<file path="src/rtl/imem_fetch_buffer.sv">
// Byte-serial instruction fetch buffer: reads up to MAX_LEN bytes from a byte-wide memory
// and presents a big-endian 80-bit window. Optional macro IMEM_LEN_TRIM_EN trims fetch length by icode.
module imem_fetch_buffer #(
  parameter int MEM_DEPTH = 256,
  parameter int MAX_LEN   = 10
) (
  input  logic        clk,
  input  logic        rst,
  input  logic        req,
  input  logic [63:0] pc,
  output logic        busy,
  output logic        instr_valid,
  output logic [79:0] instr,
  output logic [3:0]  instr_len,
  output logic        mem_error,
  output logic        instr_invalid,
  output logic        imem_rd,
  output logic [63:0] imem_addr,
  input  logic [7:0]  imem_rdata,
  input  logic        imem_rvalid
);

  typedef enum logic [1:0] {
    IDLE  = 2'd0,
    ISSUE = 2'd1,
    WAIT  = 2'd2,
    DONE  = 2'd3
  } state_t;

  localparam logic [64:0] MEM_LIMIT = 65'(MEM_DEPTH);
  localparam logic [3:0]  MAX_LEN_4 = 4'(MAX_LEN);

`ifdef IMEM_LEN_TRIM_EN
  function automatic logic [3:0] decode_len(input logic [3:0] icode);
    case (icode)
      4'h0, 4'h1, 4'h9:       decode_len = 4'd1;
      4'h2, 4'h6, 4'hA, 4'hB: decode_len = 4'd2;
      4'h7, 4'h8:             decode_len = 4'd9;
      4'h3, 4'h4, 4'h5:       decode_len = 4'd10;
      default:                decode_len = 4'd1;
    endcase
  endfunction
`endif

  function automatic logic icode_invalid(input logic [3:0] icode);
    icode_invalid = (icode > 4'hB);
  endfunction

  state_t      state_r;
  state_t      state_next_s;
  logic [63:0] pc_r;
  logic [3:0]  idx_r;
  logic [3:0]  len_r;
  logic [79:0] instr_r;
  logic        mem_error_r;
  logic        instr_invalid_r;
  logic        instr_valid_r;
  logic        busy_r;
  logic        imem_rd_r;
  logic [63:0] imem_addr_r;

  logic        issue_s;
  logic        beat_s;
  logic        issue_ok_s;
  logic [64:0] issue_addr_s;
  logic [3:0]  idx_inc_s;
  logic [3:0]  first_len_s;
  logic [3:0]  len_eff_s;

`ifdef IMEM_LEN_TRIM_EN
  assign first_len_s = decode_len(imem_rdata[7:4]);
`else
  assign first_len_s = MAX_LEN_4;
`endif

  assign idx_inc_s  = idx_r + 4'd1;
  assign len_eff_s  = (idx_r == 4'd0) ? first_len_s : len_r;
  // 65-bit compare so a pc near the top of the 64-bit space cannot wrap into range
  assign issue_ok_s = (issue_addr_s < MEM_LIMIT);

  // State register
  always_ff @(posedge clk) begin
    if (rst) begin
      state_r <= IDLE;
    end else begin
      state_r <= state_next_s;
    end
  end

  // Next-state logic and issue/beat strobes
  always_comb begin
    state_next_s = state_r;
    issue_s      = 1'b0;
    beat_s       = 1'b0;
    issue_addr_s = {1'b0, pc_r} + {61'd0, idx_inc_s};
    case (state_r)
      IDLE: begin
        if (req) begin
          state_next_s = ISSUE;
          issue_s      = 1'b1;
          issue_addr_s = {1'b0, pc};
        end else begin
          state_next_s = IDLE;
        end
      end
      ISSUE: begin
        // imem_rd_r was loaded with the range check for this address on entry
        if (imem_rd_r) begin
          state_next_s = WAIT;
        end else begin
          state_next_s = DONE;
        end
      end
      WAIT: begin
        if (imem_rvalid) begin
          beat_s = 1'b1;
          if (idx_inc_s == len_eff_s) begin
            state_next_s = DONE;
          end else begin
            state_next_s = ISSUE;
            issue_s      = 1'b1;
          end
        end else begin
          state_next_s = WAIT;
        end
      end
      DONE: begin
        state_next_s = IDLE;
      end
      default: begin
        state_next_s = IDLE;
      end
    endcase
  end

  // Datapath and registered outputs
  always_ff @(posedge clk) begin
    if (rst) begin
      pc_r            <= 64'd0;
      idx_r           <= 4'd0;
      len_r           <= 4'd0;
      instr_r         <= 80'd0;
      mem_error_r     <= 1'b0;
      instr_invalid_r <= 1'b0;
      instr_valid_r   <= 1'b0;
      busy_r          <= 1'b0;
      imem_rd_r       <= 1'b0;
      imem_addr_r     <= 64'd0;
    end else begin
      instr_valid_r <= (state_r == DONE);
      busy_r        <= (state_next_s != IDLE);
      imem_rd_r     <= issue_s & issue_ok_s;
      if (issue_s) begin
        imem_addr_r <= issue_addr_s[63:0];
      end
      if ((state_r == IDLE) && req) begin
        pc_r            <= pc;
        idx_r           <= 4'd0;
        len_r           <= 4'd0;
        instr_r         <= 80'd0;
        mem_error_r     <= 1'b0;
        instr_invalid_r <= 1'b0;
      end else if ((state_r == ISSUE) && !imem_rd_r) begin
        mem_error_r <= 1'b1;
      end else if (beat_s) begin
        for (int k = 0; k < 10; k++) begin
          if (idx_r == k[3:0]) begin
            instr_r[79-8*k -: 8] <= imem_rdata;
          end
        end
        idx_r <= idx_inc_s;
        if (idx_r == 4'd0) begin
          len_r           <= first_len_s;
          instr_invalid_r <= icode_invalid(imem_rdata[7:4]);
        end
      end
    end
  end

  assign busy          = busy_r;
  assign instr_valid   = instr_valid_r;
  assign instr         = instr_r;
  assign instr_len     = idx_r;
  assign mem_error     = mem_error_r;
  assign instr_invalid = instr_invalid_r;
  assign imem_rd       = imem_rd_r;
  assign imem_addr     = imem_addr_r;

endmodule

</file>
<file path="config.mk">
export PLATFORM = sky130hd
export DESIGN_NAME = imem_fetch_buffer
export DESIGN_NICKNAME = d
export VERILOG_FILES = /design/src/rtl/imem_fetch_buffer.sv
export SDC_FILE = /design/constraint.sdc
export NUM_CORES = 1
export LEC_CHECK = 0
export ABC_AREA = 1
export CAP_MARGIN = 20
export CORE_ASPECT_RATIO = 0.7
export CORE_UTILIZATION = 40
export DETAILED_ROUTE_END_ITERATION = 7
export PLACE_DENSITY = 0.62
export SLEW_MARGIN = 20
export SYNTH_ARGS = -nofsm -noshare
export SYNTH_HDL_FRONTEND = slang
export SYNTH_SLANG_ARGS = --single-unit
</file>
<file path="constraint.sdc">
create_clock -name clk -period 6.8 [get_ports clk]
set_clock_uncertainty 0.05 [all_clocks]
set_input_delay 1.7 -clock clk [delete_from_list [all_inputs] [get_ports clk]]
set_output_delay 1.7 -clock clk [all_outputs]
set_load 0.01 [all_outputs]
</file>
; Word-level counts from Yosys, hierarchy flattened
; Index checks and enable logic that the tools add are counted.
; Widths: inputs -> output; s select.
[word_totals]
regBits = 223
latch_bits = 0
ram_bits = 0
romBits = 0
in_bits = 76
wordCells = 71
mem_count = 0
[op_classes]
n_addsub = 2
n_mul = 0
div_mod_pow = 0
magnitude_cmp = 2
eq_ne = 13
shift = 0
muxes = 14
bitwise = 2
reduce_logical = 18
[ops]
columns = op, count
row1 = $mux 65, 2
row2 = $add 64x4->65, 1
row3 = $lt 65x9->1 const B, 1
row4 = $reduce_and 3->1, 10
row5 = $eq 4x3->1 const B, 4
row6 = $eq 4x2->1 const B, 2
row7 = $eq 4x4->1 const B, 2
row8 = $pmux 2 s4, 1
row9 = $mux 1, 7
row10 = $add 4x1->4 const B, 1
row11 = $eq 2x2->1 const B, 2
row12 = $eq 4x1->1 const B, 1
row13 = $eq 4x4->1, 1
row14 = $gt 4x4->1 const B, 1
row15 = $logic_not 4->1, 1
row16 = $mux 2, 2
row17 = $mux 4, 1
row18 = $eq 2x1->1 const B, 1
row19 = $logic_and 1x1->1, 2
row20 = $logic_not 2->1, 1
row21 = $pmux 1 s2, 1
row22 = $reduce_and 2->1, 1
row23 = $reduce_bool 2->1, 1
row24 = $reduce_or 2->1, 1
row25 = other kinds (3), 3

; Depth between registers and ports, before layout
; Gate-level depths: netlist of the first run.
[logic_depth]
depth_word = 7
ltp_mapped = 20
ltp_nobuf = 20

; Worst setup path after synthesis of the first run
; OpenSTA, ideal clock, no wires.
[synth_path]
path_type = input to register
startpoint = in req
endpoint = reg imem_rd_r (netlist: imem_rd)
setup_time_ns = 0.111
t_arrival_ns = 2.903
required_ns = 6.639
slack_ns = 3.736
stages = 13
path_buffers = 2
cell_sequence = nand3_2 -> inv_2 -> buf_4 -> clkbuf_1 -> nand2_1 -> nand3_1 -> nor2_1 -> nand2_1 -> nor2_1 -> nand3_1 -> nor2_1 -> nand3_1 -> nor2_1
[synth_between]
elab_chain_cells = 4
word_cells_on_any_way = 6
classes_between = order compare: 1 / mux: 4 / bitwise: 1
[synth_rtl]
columns = element, line
row1 = "start, declared", 9  ; input logic req,
row2 = $mux 65, 98  ; if (req) begin
row3 = $mux 65, 96  ; case (state_r)
row4 = $lt 65x9->1, 79  ; assign issue_ok_s = (issue_addr_s < MEM_LIMIT);
row5 = $and 1x1->1 (*), 152  ; imem_rd_r <= issue_s & issue_ok_s;
row6 = "end signal, assigned", 152
row7 = "end, declared", 59  ; logic imem_rd_r;
; Every way passes the cells marked *; elsewhere a longest branch is shown, timed or not.
; A chain may end at the register's enable or synchronous reset.

; Worst setup path in the final report of the first run
; Ends and elaborated chain as after synthesis.

==> summary.txt, run 1 <==
Pwr
  – Net switching power: 981 µW
  – Part of the power in registers: 0.433
  – Cell Int Power: 2.39 mW
  – Clock Power Share: 0.387
  – Switching portion of total power: 0.291
  – Maximum VDD drop: 153 µV
  – Logic gate share of total power: 0.180
  – Pwr/cell area: 238 nW/µm²
  – Cell leakage power: 5.95 nW

Yosys
  – Synth top area cells: dfxtp_1 41%, nor2_1 14%, nand2_1 12%, o21ai_0 7.1%, inv_1 5.4%
  – Ys async rst share: 0
  – Post-synthesis cell type count: 40
  – Synthesized net count: 1767
  – Synth top area share: 0.409
  – Mean Syn Cell Area: 6.49 µm²
  – Synth Cell Area: 10900 µm²
  – #FFs+latches synth: 223
  – Most common cell in the netlist: nor2_1
  – Dominant synthesized flop cell: dfxtp_1
  – Post-synth EDFFs: 0
  – Yosys warns: 0
  – Commonest cells in the netlist: 397 x nor2_1, 355 x nand2_1, 223 x dfxtp_1
  – Seq/Total Area, Yosys: 0.409
  – Syn Inst Count: 1681
  – Largest area contributor in the netlist: dfxtp_1

Floorplan
  – FP Rows: 50
  – Total die area: 27900 µm²
  – Initial Util: 0.407
  – IO Pins: 229
  – Die Ht: 140 µm
  – Die width: 199 µm
  – Core Box Area: 26800 µm²

Routing
  – Vias: 11584
  – Drt first pass iters: 5
  – Drt initial violations: 1057
  – DRC violations left: 0
  – Wire per inst: 16.8 µm
  – Drt total wl: 37.9 mm
  – Number of routed nets with antenna violations: 0
  – Via/cell ratio: 5.13

Clock tree
  – TritonCTS clock tree: yes
  – CTS Sinks: 223
  – CTS clock-pin slew for the worst setup and hold paths: 0.06 ns
  – CTS resizes: 0
  – Num CTS Buffers: 24
  – Htree depth: 1
  – Clk_lat worst skew: 0.53 ns
  – Post-CTS Hold Fix Bufs: 0
  – Post-CTS setup buffers: 0
  – Largest buffer count on any clock path: 3
  – Root Driver: clkbuf_16

Layout
  – Ant. Diodes: 0
  – Fillers: 2699
  – Nets: 1962
  – Fin util: 0.530
  – Synthesis-to-layout area growth: 30.0%
  – Share of layout cells above drive strength 1: 0.0438

STA
  – Hold Violations, Final: 0
  – Slew Viols, Final: 0
  – Setup TNS: 0 ns
  – Setup WS post-layout: 2.55 ns
  – Achievable clock frequency: 0.235 GHz
  – Rel. slew slack: 0.329
  – Final setup vio count: 0
  – Worst Max-Slew Pin Slew: 0.998 ns
  – Tcrit/Tclk final: 0.625
  – Final min period: 4.25 ns
  – RSZ-0062 raised after global routing: no

Worst setup path
  – CP Launch Type: primary input
  – Max Fanout on Critical Path: 100
  – Crit path DAT: 4.65 ns
  – Setup crit end kind: register
  – Setup Crit Path Kind: in -> reg
  – Worst EP required: 7.20 ns

Global routing
  – First-pass GRT wire length: 58.8 mm
  – Initial antenna violation count: 0
  – Vias in the first global route: 10447
  – Total grt overflow: 0
  – Total Routing Usage GR: 0.269
  – Pin count of the biggest net entering global routing: 101

Placement
  – DP HPWL: 27.9 mm
  – Placer Congestion: 0.980
  – Place WS: 2.12 ns
  – Number of port buffers: 228

Run
  – Max-cap violations: 0

Status
  – Outcome: completed

Hold path
  – Worst Hold Class: reg -> reg
routing by layer:
metal  track usage  up-vias  wire, µm
met4        0.0538        0       727
met5             0        -         0
met3        0.0506       57      3060
met1         0.422     5321     18800
met2         0.374      436     15200
li1              -     5770         -
cell usage in the layout (no fill, tap or decap), types with 2 or more instances in the layout:
| cell type | count |
|---|---|
| a21oi_1 | 110 |
| a31oi_1 | 3 |
| and2_1 | 2 |
| buf_4 | 10 |
| clkbuf_1 | 8 |
| clkbuf_16 | 25 |
| clkbuf_8 | 4 |
| clkdlybuf4s50_1 | 227 |
| clkinv_1 | 2 |
| clkinv_2 | 4 |
| dfxtp_1 | 223 |
| ha_1 | 9 |
| inv_1 | 157 |
| inv_2 | 4 |
| nand2_1 | 355 |
| nand2_2 | 4 |
| nand3_1 | 80 |
| nand3_2 | 2 |
| nand4_1 | 29 |
| nor2_1 | 396 |
| nor2_2 | 8 |
| nor2_4 | 4 |
| nor3_1 | 23 |
| o211ai_2 | 6 |
| o21ai_0 | 154 |
| o21ai_1 | 6 |
| o22ai_1 | 9 |
| or2_2 | 3 |
| xor2_1 | 8 |
sequential cells by signal, summed over array words and instances, names as in the netlist:
name and cells:
busy 1, imem_addr 64, imem_rd 1, instr 80, instr_invalid 1, instr_len 4, instr_valid 1, len_r 4
mem_error 1, pc_r 64, state_r 2
cell families after synthesis:
logic type | synth area share
AOI/OAI and AO/OA | 0.142
xor gates and xnor gates | 0.00872
adders and majority gates | 0.0122
buffers and inverters | 0.0873
DFF | 0.409
and+or+nand+nor | 0.340
cell type report:
type / instances / area (µm²) / share of cell area
multi-input cells: 1224 / 5500 / 0.388
flip-flops and latches: 223 / 4460 / 0.315
repair buffers: 239 / 2370 / 0.167
clock buffers: 37 / 711 / 0.0501
inverters: 164 / 617 / 0.0435
well taps: 364 / 455 / 0.0321
clock inverters: 6 / 61.3 / 0.00432
path summary, 6_finish.rpt:
kind,startpoint,end,slack [ns],cells after the start
worst max-delay path,req,imem_rd$_SDFF_PP0_,2.55,14
worst min-delay path,len_r[0]$_SDFFE_PP0P_,len_r[0]$_SDFFE_PP0P_,0.39,2
worst max register to register,instr_len[0]$_SDFFE_PP0P_,imem_rd$_SDFF_PP0_,2.83,17
worst min register to register,len_r[0]$_SDFFE_PP0P_,len_r[0]$_SDFFE_PP0P_,0.39,2
power by group through the flow:
| stage | clock [mW] | combinational (mW) | sequential (mW) |
|---|---|---|---|
| 2_1_floorplan | 0 | 0.326 | 1.50 |
| 3_3_place_gp | 0 | 0.595 | 1.49 |
| 3_5_place_dp | 0 | 0.601 | 1.49 |
| 4_1_cts | 1.33 | 0.605 | 1.46 |
| 5_1_grt | 1.39 | 0.668 | 1.47 |
| 6_report | 1.31 | 0.607 | 1.46 |
through the flow:
stage	area, µm²	power, mW	hold slack, ns	std cells
detailed placement	13400	2.09	0.379	2214
finish	14200	3.38	0.390	2257
global route	14200	3.53	0.415	2257
floorplan	10900	1.82	0.369	1681
global placement	13400	2.08	0.383	2214
CTS	14200	3.40	0.391	2257
worst max-delay path, stage by stage:
cell and delay (ns):
clkdlybuf4s50_1 0.51, nand3_2 0.10, clkinv_2 0.32, buf_12 0.42, nor2_1 0.12, nand2_1 0.09, nand2_1 0.05, nor2_1 0.46
nand3_1 0.28, nor2_1 0.16, nand3_1 0.10, nor2_1 0.14, nand3_1 0.08, nor2_1 0.08
Power figures use the tool's default switching activity.
==> run 2: changes to the inputs <==
--- a/config.mk
+++ b/config.mk
@@ -10,7 +10,7 @@
 export CORE_ASPECT_RATIO = 0.7
 export CORE_UTILIZATION = 40
 export DETAILED_ROUTE_END_ITERATION = 7
-export PLACE_DENSITY = 0.62
+export PLACE_DENSITY = 0.65
 export SLEW_MARGIN = 20
 export SYNTH_ARGS = -nofsm -noshare
 export SYNTH_HDL_FRONTEND = slang
==> constraint.sdc (replaced) <==
create_clock -name clk -period 3.7 [get_ports clk]
set_clock_uncertainty 0.05 [all_clocks]
set_input_delay 0.925 -clock clk [delete_from_list [all_inputs] [get_ports clk]]
set_output_delay 0.925 -clock clk [all_outputs]
set_load 0.01 [all_outputs]
==> summary.txt, run 2 (synthesized netlist as in run 1, its figures left out) <==
Pwr
  – Maximum VDD drop: 274 µV
  – Cell leakage power: 6.02 nW
  – Pwr/cell area: 429 nW/µm²

Clock tree
  – Num CTS Buffers: 23
  – CTS Sinks: 223
  – Htree depth: 1
  – Post-CTS Hold Fix Bufs: 0
  – TritonCTS clock tree: yes
  – Clk_lat worst skew: 0.53 ns
  – Root Driver: clkbuf_16
  – CTS clock-pin slew for the worst setup and hold paths: 0.07 ns
  – Largest buffer count on any clock path: 3

Routing
  – Number of routed nets with antenna violations: 0
  – Drt first pass iters: 7
  – DRC violations left: 0
  – Via/cell ratio: 5.13
  – Vias: 11652
  – Drt initial violations: 1052
  – Wire per inst: 17.0 µm
  – Drt total wl: 38.6 mm

Layout
  – Synthesis-to-layout area growth: 30.9%
  – Nets: 1977
  – Commonest non-fill, non-tap cell in the layout: nor2_1
  – Ant. Diodes: 0
  – Finished Layout Cells: 2270
  – Share of layout cells above drive strength 1: 0.0519
  – Post-route cell area: 14300 µm²
  – Fin util: 0.533
  – Most frequent cells in the layout: 395 x nor2_1, 355 x nand2_1, 227 x clkdlybuf4s50_1, 223 x dfxtp_1, 157 x inv_1
  – Max reg flops: 80

Floorplan
  – IO Pins: 229
  – Die width: 199 µm
  – Core Box Area: 26800 µm²
  – Die Ht: 140 µm
  – FP Rows: 50
  – Initial Util: 0.407
  – Total die area: 27900 µm²

Global routing
  – Met3 usage: 0.0472
  – Met1 usage: 0.425
  – Total Routing Usage GR: 0.270
  – GRT Max-Usage Layer: met1
  – First-pass GRT wire length: 58.6 mm
  – Initial antenna violation count: 0
  – Pin count of the biggest net entering global routing: 86
  – Total grt overflow: 0
  – Routing usage on met2: 0.380
  – Vias in the first global route: 10089

Status
  – Outcome: completed

STA
  – Slew Viols, Final: 0
  – Hold Violations, Final: 0
  – Rel. slew slack: 0.516
  – Worst Max-Slew Pin Slew: 0.726 ns
  – Achievable clock frequency: 0.287 GHz
  – Final setup vio count: 0
  – Tcrit/Tclk final: 0.942
  – Setup TNS: 0 ns
  – Final min period: 3.49 ns
  – RSZ-0062 raised after global routing: no

Placement
  – Post-Place Cells: 2228
  – Number of port buffers: 228
  – Placer Congestion: 0.932
  – DP HPWL: 28.7 mm
  – DP Area: 13500 µm²

Worst setup path
  – Crit path DAT: 3.91 ns
  – Max Fanout on Critical Path: 11
  – Worst EP required: 4.13 ns
  – Setup Crit Path Kind: reg -> reg
  – CP Launch Type: register
  – Setup crit end kind: register

Run
  – Max-cap violations: 0

Hold path
  – Worst Hold Class: reg -> reg
[run 2: cell types whose count changed in the layout (fill, tap and decap cells not counted), sizes merged]
cell | before | now
clkinv | 7 | 9
clkbuf | 37 | 32
buf | 12 | 28
inv | 161 | 162
clkinvlp | 1 | 0
[run 2: final timing paths]
kind                                           startpoint               endpoint  slack, ns  depth (start not counted)
worst min register to register      len_r[0]$_SDFFE_PP0P_  len_r[0]$_SDFFE_PP0P_       0.39                          2
worst max-delay path            instr_len[0]$_SDFFE_PP0P_     imem_rd$_SDFF_PP0_       0.21                         17
worst max register to register  instr_len[0]$_SDFFE_PP0P_     imem_rd$_SDFF_PP0_       0.21                         17
worst min-delay path                len_r[0]$_SDFFE_PP0P_  len_r[0]$_SDFFE_PP0P_       0.39                          2
[run 2: metrics by stage]
step,power (mW),hold WS [ns],worst slack (ns)
5_1_grt,6.39,0.425,0.0301
4_1_cts,6.15,0.391,0.0635
3_3_place_gp,3.87,0.383,0.166
2_1_floorplan,3.35,0.369,0.983
3_5_place_dp,3.87,0.380,0.0720
6_report,6.12,0.393,0.215
[run 2: cell type report]
class / count / area [µm²]
Multi-Input combinational cell: 1224 / 5500
Clock inverter: 8 / 72.6
Sequential cell: 223 / 4460
Inverter: 164 / 617
Fill cell: 2702 / 12500
Timing Repair Buffer: 255 / 2520
Clock buffer: 32 / 639
Tap cell: 364 / 455
[run 2: power breakdown]
| group | switching (mW) | internal (mW) | total (mW) |
|---|---|---|---|
| sequential | 0.127 | 2.56 | 2.69 |
| clock | 1.00 | 1.28 | 2.28 |
| combinational | 0.682 | 0.464 | 1.15 |
| total | 1.81 | 4.30 | 6.12 |
[run 2: critical path: stages, from the launching register on]
cell and delay, ns:
dfxtp_1 0.39, inv_1 0.16, ha_1 0.35, inv_1 0.09
fa_1 0.45, nor2_1 0.16, nor2_2 0.09, nor2_4 0.31
nand3_1 0.17, nand2_1 0.08, nand2_1 0.06, nor2_2 0.28
nand3_1 0.23, nor2_1 0.14, nand3_1 0.14, nor2_1 0.14
nand3_1 0.08, nor2_1 0.08
[run 2: layer usage]
metal | share of wire | wire, µm
met5 | 0 | 0
met4 | 0.016 | 621
met3 | 0.079 | 3050
met2 | 0.41 | 15800
met1 | 0.50 | 19100
[run 2: timing repair]
| action | CTS | global route |
|---|---|---|
| hold endpoints to repair | 0 | 0 |
| setup buffers | 0 | 2 |
| setup endpoints to repair | 0 | 1 |
| gates resized for setup | 0 | 1 |
